<file path="src/rtl/cndm_micro_irq_mod.sv">
// Interrupt moderation: coalesces completion events into interrupt requests,
// released on an event-count threshold or a prescaled hold-off timer.
module cndm_micro_irq_mod #(
  parameter int CNT_W    = 16,
  parameter int TMR_W    = 16,
  parameter int PRESCALE = 250
) (
  input  logic             clk,
  input  logic             rst,
  input  logic             cfg_en,
  input  logic [CNT_W-1:0] cfg_cnt_thresh,
  input  logic [TMR_W-1:0] cfg_timer,
  input  logic             arm,
  input  logic             event_in,
  output logic             irq_valid,
  input  logic             irq_ready,
  output logic             armed,
  output logic [CNT_W-1:0] pend_count
);

  localparam int PS_W = (PRESCALE > 1) ? $clog2(PRESCALE) : 1;

  typedef enum logic [1:0] {DISARMED, ARMED, COALESCE, FIRE} state_t;

  state_t           state, state_nxt;
  logic [PS_W-1:0]  ps_cnt;
  logic             tick;
  logic [TMR_W-1:0] timer, timer_nxt;
  logic [CNT_W-1:0] count, count_nxt, count_inc, thresh;
  logic             hs, hit;

  // Free-running prescaler; never restarted by state changes
  assign tick = (ps_cnt == PS_W'(PRESCALE - 1));

  always_ff @(posedge clk or posedge rst) begin
    if (rst)       ps_cnt <= '0;
    else if (tick) ps_cnt <= '0;
    else           ps_cnt <= ps_cnt + 1'b1;
  end

  assign hs        = (state == FIRE) && irq_ready;
  assign count_inc = (&count) ? count : count + CNT_W'(event_in);
  assign thresh    = (cfg_cnt_thresh == '0) ? CNT_W'(1) : cfg_cnt_thresh;

  always_comb begin
    count_nxt = count_inc;
    if (!cfg_en)  count_nxt = '0;
    else if (hs)  count_nxt = CNT_W'(event_in);
  end

  // Evaluations see the count including this cycle's event
  assign hit = (count_nxt >= thresh);

  always_comb begin
    state_nxt = state;
    timer_nxt = timer;
    case (state)
      DISARMED: begin
        if (cfg_en && arm) begin
          if (count_nxt == '0) state_nxt = ARMED;
          else if (hit)        state_nxt = FIRE;
          else begin
            state_nxt = COALESCE;
            timer_nxt = cfg_timer;
          end
        end
      end
      ARMED: begin
        if (!cfg_en) state_nxt = DISARMED;
        else if (event_in) begin
          if (hit) state_nxt = FIRE;
          else begin
            state_nxt = COALESCE;
            timer_nxt = cfg_timer;
          end
        end
      end
      COALESCE: begin
        if (tick && (timer != '0)) timer_nxt = timer - 1'b1;
        if (!cfg_en)                     state_nxt = DISARMED;
        else if (hit || (timer == '0))   state_nxt = FIRE;
      end
      FIRE: begin
        if (hs) state_nxt = DISARMED;
      end
      default: state_nxt = DISARMED;
    endcase
  end

  always_ff @(posedge clk or posedge rst) begin
    if (rst) begin
      state     <= DISARMED;
      timer     <= '0;
      count     <= '0;
      irq_valid <= 1'b0;
      armed     <= 1'b0;
    end else begin
      state     <= state_nxt;
      timer     <= timer_nxt;
      count     <= count_nxt;
      irq_valid <= (state_nxt == FIRE);
      armed     <= (state_nxt != DISARMED);
    end
  end

  assign pend_count = count;

endmodule

</file>
<file path="config.mk">
export PLATFORM = sky130hd
export DESIGN_NAME = cndm_micro_irq_mod
export DESIGN_NICKNAME = d
export VERILOG_FILES = /design/src/rtl/cndm_micro_irq_mod.sv
export SDC_FILE = /design/constraint.sdc
export NUM_CORES = 1
export LEC_CHECK = 0
export CAP_MARGIN = 20
export CORE_MARGIN = 1.5
export CORE_UTILIZATION = 25
export DETAILED_ROUTE_END_ITERATION = 6
export PLACE_DENSITY_LB_ADDON = 0.12
export REMOVE_ABC_BUFFERS = 1
export SLEW_MARGIN = 20
export SYNTH_ARGS = -nofsm -noshare
export SYNTH_HDL_FRONTEND = slang
export SYNTH_SLANG_ARGS = --single-unit
</file>
<file path="constraint.sdc">
create_clock -name clk -period 4 [get_ports clk]
set_input_delay 1.2 -clock clk [delete_from_list [all_inputs] [get_ports clk]]
set_output_delay 1.2 -clock clk [all_outputs]
set_load 0.02 [all_outputs]
</file>
==> results.json <==
{
  "clock.fmax_mhz": 239,
  "fin_ws_ns": -0.186,
  "slew_violations": 0,
  "cp_data_arrival_time_ns": 4.36,
  "dr.pass1.iters": 4,
  "clock-sinks": 44,
  "crit_required_ns": 4.17,
  "syn_area_um2": 3270,
  "synthFlopType": "dfrtp_1",
  "initial_utilization_pct": 25.8,
  "report.final.setup_viol": 16,
  "placementRows": 41,
  "antenna_found_initial": 0,
  "hold_path_end": "ps_cnt[0]$_DFF_PP0_",
  "grt_pass1_wl_um": 17800,
  "maxCapViolCount": 0,
  "grt-ovfl-total": 0,
  "tritoncts": "yes",
  "synth_edf_count": 0,
  "cp-start-kind": "input pin",
  "dp_hpwl_um": 8130,
  "hold_viol_final": 0,
  "avgViaCountPerCell": 5.00,
  "post-route-min-period_ns": 4.19,
  "drive_gt1_share_pct": 26.6,
  "rrSetupSlack_ns": 0.30,
  "r2r_cells": 15,
  "ys_async_sr_fraction_pct": 100,
  "synthSimpleGateAreaFrac_pct": 27.0,
  "synth_xor_area_share_pct": 1.87,
  "fin_crit_sh_pct": 105,
  "p_leak_nw": 2.12,
  "r2r_start": "pend_count[0]$_DFF_PP0_",
  "cp_top_family": "simple AND/OR/NAND/NOR gates",
  "multi_input_area_um2": 2200,
  "core_um2": 12700,
  "status": "finished, violations left",
  "fp.dieH_um": 117,
  "whs_ns": 0.495,
  "synth_top_family_by_area": "simple AND/OR/NAND/NOR gates",
  "crit_path_end_kind": "flop",
  "cp_slowest_cell": "or4b_4",
  "grt_setup_unrepaired": "yes",
  "track_usage_pct": 16.0,
  "placed_area_um2": 4510,
  "grt_start_max_net_pins": 45,
  "ant_nets": 0,
  "final_area_um2": 4990,
  "synthCells": 395,
  "drc": 0,
  "root_buffer": "clkbuf_16",
  "cp_max_fo": 8,
  "drt-total-wl_um": 10900,
  "n_antenna_cell": 0,
  "synthMuxAreaShare_pct": 0.956,
  "cp_num_buf_inv": 3,
  "max-vdd-ir-drop_mv": 0.189,
  "synth_compound_area_share_pct": 22.8,
  "p_per_area_nw_per_um2": 348,
  "gp_congestion": 0.874,
  "io_pins": 56,
  "area_growth_pct": 52.5,
  "synth_seq_cells": 44,
  "synthAdderAreaFrac_pct": 8.03,
  "tightest_slew_ns": 0.849,
  "vias": 3473,
  "final_common_cell": "buf_4",
  "ys_seq_area_share_pct": 33.7,
  "avgSynthCellArea_um2": 8.28,
  "ys_types": 66,
  "port_buffers": 55,
  "hold_class": "reg2reg",
  "dieArea_um2": 13800,
  "slowest_delay_ns": 0.47,
  "cts_max_path_buffers": 2,
  "r2r-end": "timer[14]$_DFFE_PP0P_",
  "final_cell_mix": "buf_4, clkdlybuf4s50_1, nor2_1",
  "seqCellArea_um2": 1100,
  "violations": "setup timing",
  "whs_path_depth": 1,
  "crit_chain": "buf_8 > ha_4 > ha_4 > and4_1 > or4b_4 > or4_4 > a21oi_4 > ha_4 > nand3_2 > buf_4 > o31a_1 > o211a_1 > nand2_2 > buf_6 > nor3_1 > o32a_2",
  "fin_nets": 580,
  "die_w_um": 117,
  "ys_warn_count": 0,
  "worstHoldStart": "ps_cnt[0]$_DFF_PP0_",
  "slew_headroom_pct": 43.4,
  "grt_pass1_vias": 3354,
  "htree_num_levels": 2,
  "numCtsBuffers": 5,
  "worstSetupPathType": "in2reg",
  "drtIter0Drc": 186,
  "clkTransAtPathRegs_ns": 0.07,
  "finClkSkew_ns": 0.00577,
  "worst_path_most_repeated_cell": "ha_4",
  "n_fill_cell": 1294,
  "wire_per_inst_um": 15.7,
  "clk_latency_ns": 0.29
}
worst max-delay path by stage:
stage                  start                     to  slack (ns)  depth (start not counted)
finish              event_in  timer[14]$_DFFE_PP0P_       -0.19                         16
global route        event_in  timer[14]$_DFFE_PP0P_       -0.29                         17
CTS                 event_in   timer[7]$_DFFE_PP0P_       -0.17                         16
detailed placement  event_in  timer[14]$_DFFE_PP0P_       -1.29                         15
global placement    event_in   timer[3]$_DFFE_PP0P_       -1.21                         15
floorplan           event_in   timer[1]$_DFFE_PP0P_       -0.63                         14
per-layer routing:
layer	global-route usage (%)	part of all wire [%]	vias to the layer above
met5	0	0	-
met4	3.70	0.88	0
met3	2.63	4.1	6
met2	24.0	44	84
met1	23.9	51	1659
li1	-	-	1724
synth_stat cells, drive strengths merged (3+ instances only):
| cell | instances | area share [%] |
|---|---|---|
| o21ai | 18 | 2.8 |
| a31oi | 11 | 2.1 |
| clkbuf | 11 | 1.3 |
| a21oi | 25 | 4.2 |
| inv | 27 | 3.1 |
| nor2 | 51 | 5.9 |
| o32a | 6 | 2.0 |
| nand2b | 3 | 0.57 |
| nor4 | 8 | 2.1 |
| buf | 6 | 1.3 |
| nand3 | 15 | 2.3 |
| nor2b | 5 | 0.96 |
| and2 | 6 | 1.1 |
| nor3 | 23 | 3.5 |
| ha | 21 | 8.0 |
| o21a | 4 | 0.92 |
| dfrtp | 44 | 34 |
| nand2 | 23 | 2.6 |
| a21o | 7 | 1.6 |
| o22ai | 4 | 0.76 |
| o31ai | 5 | 1.1 |
| xnor2 | 5 | 1.3 |
| nand4 | 9 | 1.9 |
| or3 | 9 | 1.7 |
| o211ai | 3 | 0.69 |
| or4 | 8 | 2.0 |
layout make-up:
cell class	instances	area share, %
clock buffer	6	2.58
clock inverter	2	0.702
inverter	27	2.06
multi-input combinational	307	44.1
sequential	44	22.1
tap	172	4.31
timing repair buffer	136	24.2
timing repair:
action                     in CTS  in global routing
gates resized for setup        40                 17
buffers inserted                6                  1
gates cloned                    1                  0
hold buffers                    0                  0
pin swaps                       9                  5
setup endpoints to repair      19                 18
report_power, final:
| part | total, W | switching [W] | internal (W) |
|---|---|---|---|
| Combinational | 0.000624 | 0.000310 | 0.000314 |
| Clock | 0.000484 | 0.000189 | 0.000295 |
| Sequential | 0.000630 | 0.0000998 | 0.000530 |
| Total | 0.00174 | 0.000600 | 0.00114 |
state kept, by name, summed over array words and instances, names as in the netlist:
name        cells
irq_valid       1
timer          16
pend_count     16
state           2
armed           1
ps_cnt          8
kinds of logic after synthesis:
kind of cell             Yosys count
multiplexers                       3
AND/OR/NAND/NOR                  169
flip-flops                        44
AO/OA/AOI/OAI                    107
adder cells (fa/ha/maj)           21
buffers and inverters             44
XOR/XNOR                           7
stage by stage:
| stage | std cells | util [%] | total power [W] | TNS (ns) | setup WS, ns |
|---|---|---|---|---|---|
| global placement | 679 | 35.6 | 0.00118 | -20.77 | -1.21 |
| CTS | 693 | 38.6 | 0.00173 | -2.21 | -0.173 |
| global route | 694 | 39.4 | 0.00185 | -4.04 | -0.285 |
| floorplan | 378 | - | 0.000950 | -9.38 | -0.626 |
| detailed placement | 679 | 35.6 | 0.00119 | -21.77 | -1.29 |
| finish | 694 | 39.4 | 0.00174 | -2.32 | -0.186 |
Note: power is estimated with default switching activity, not from simulation.
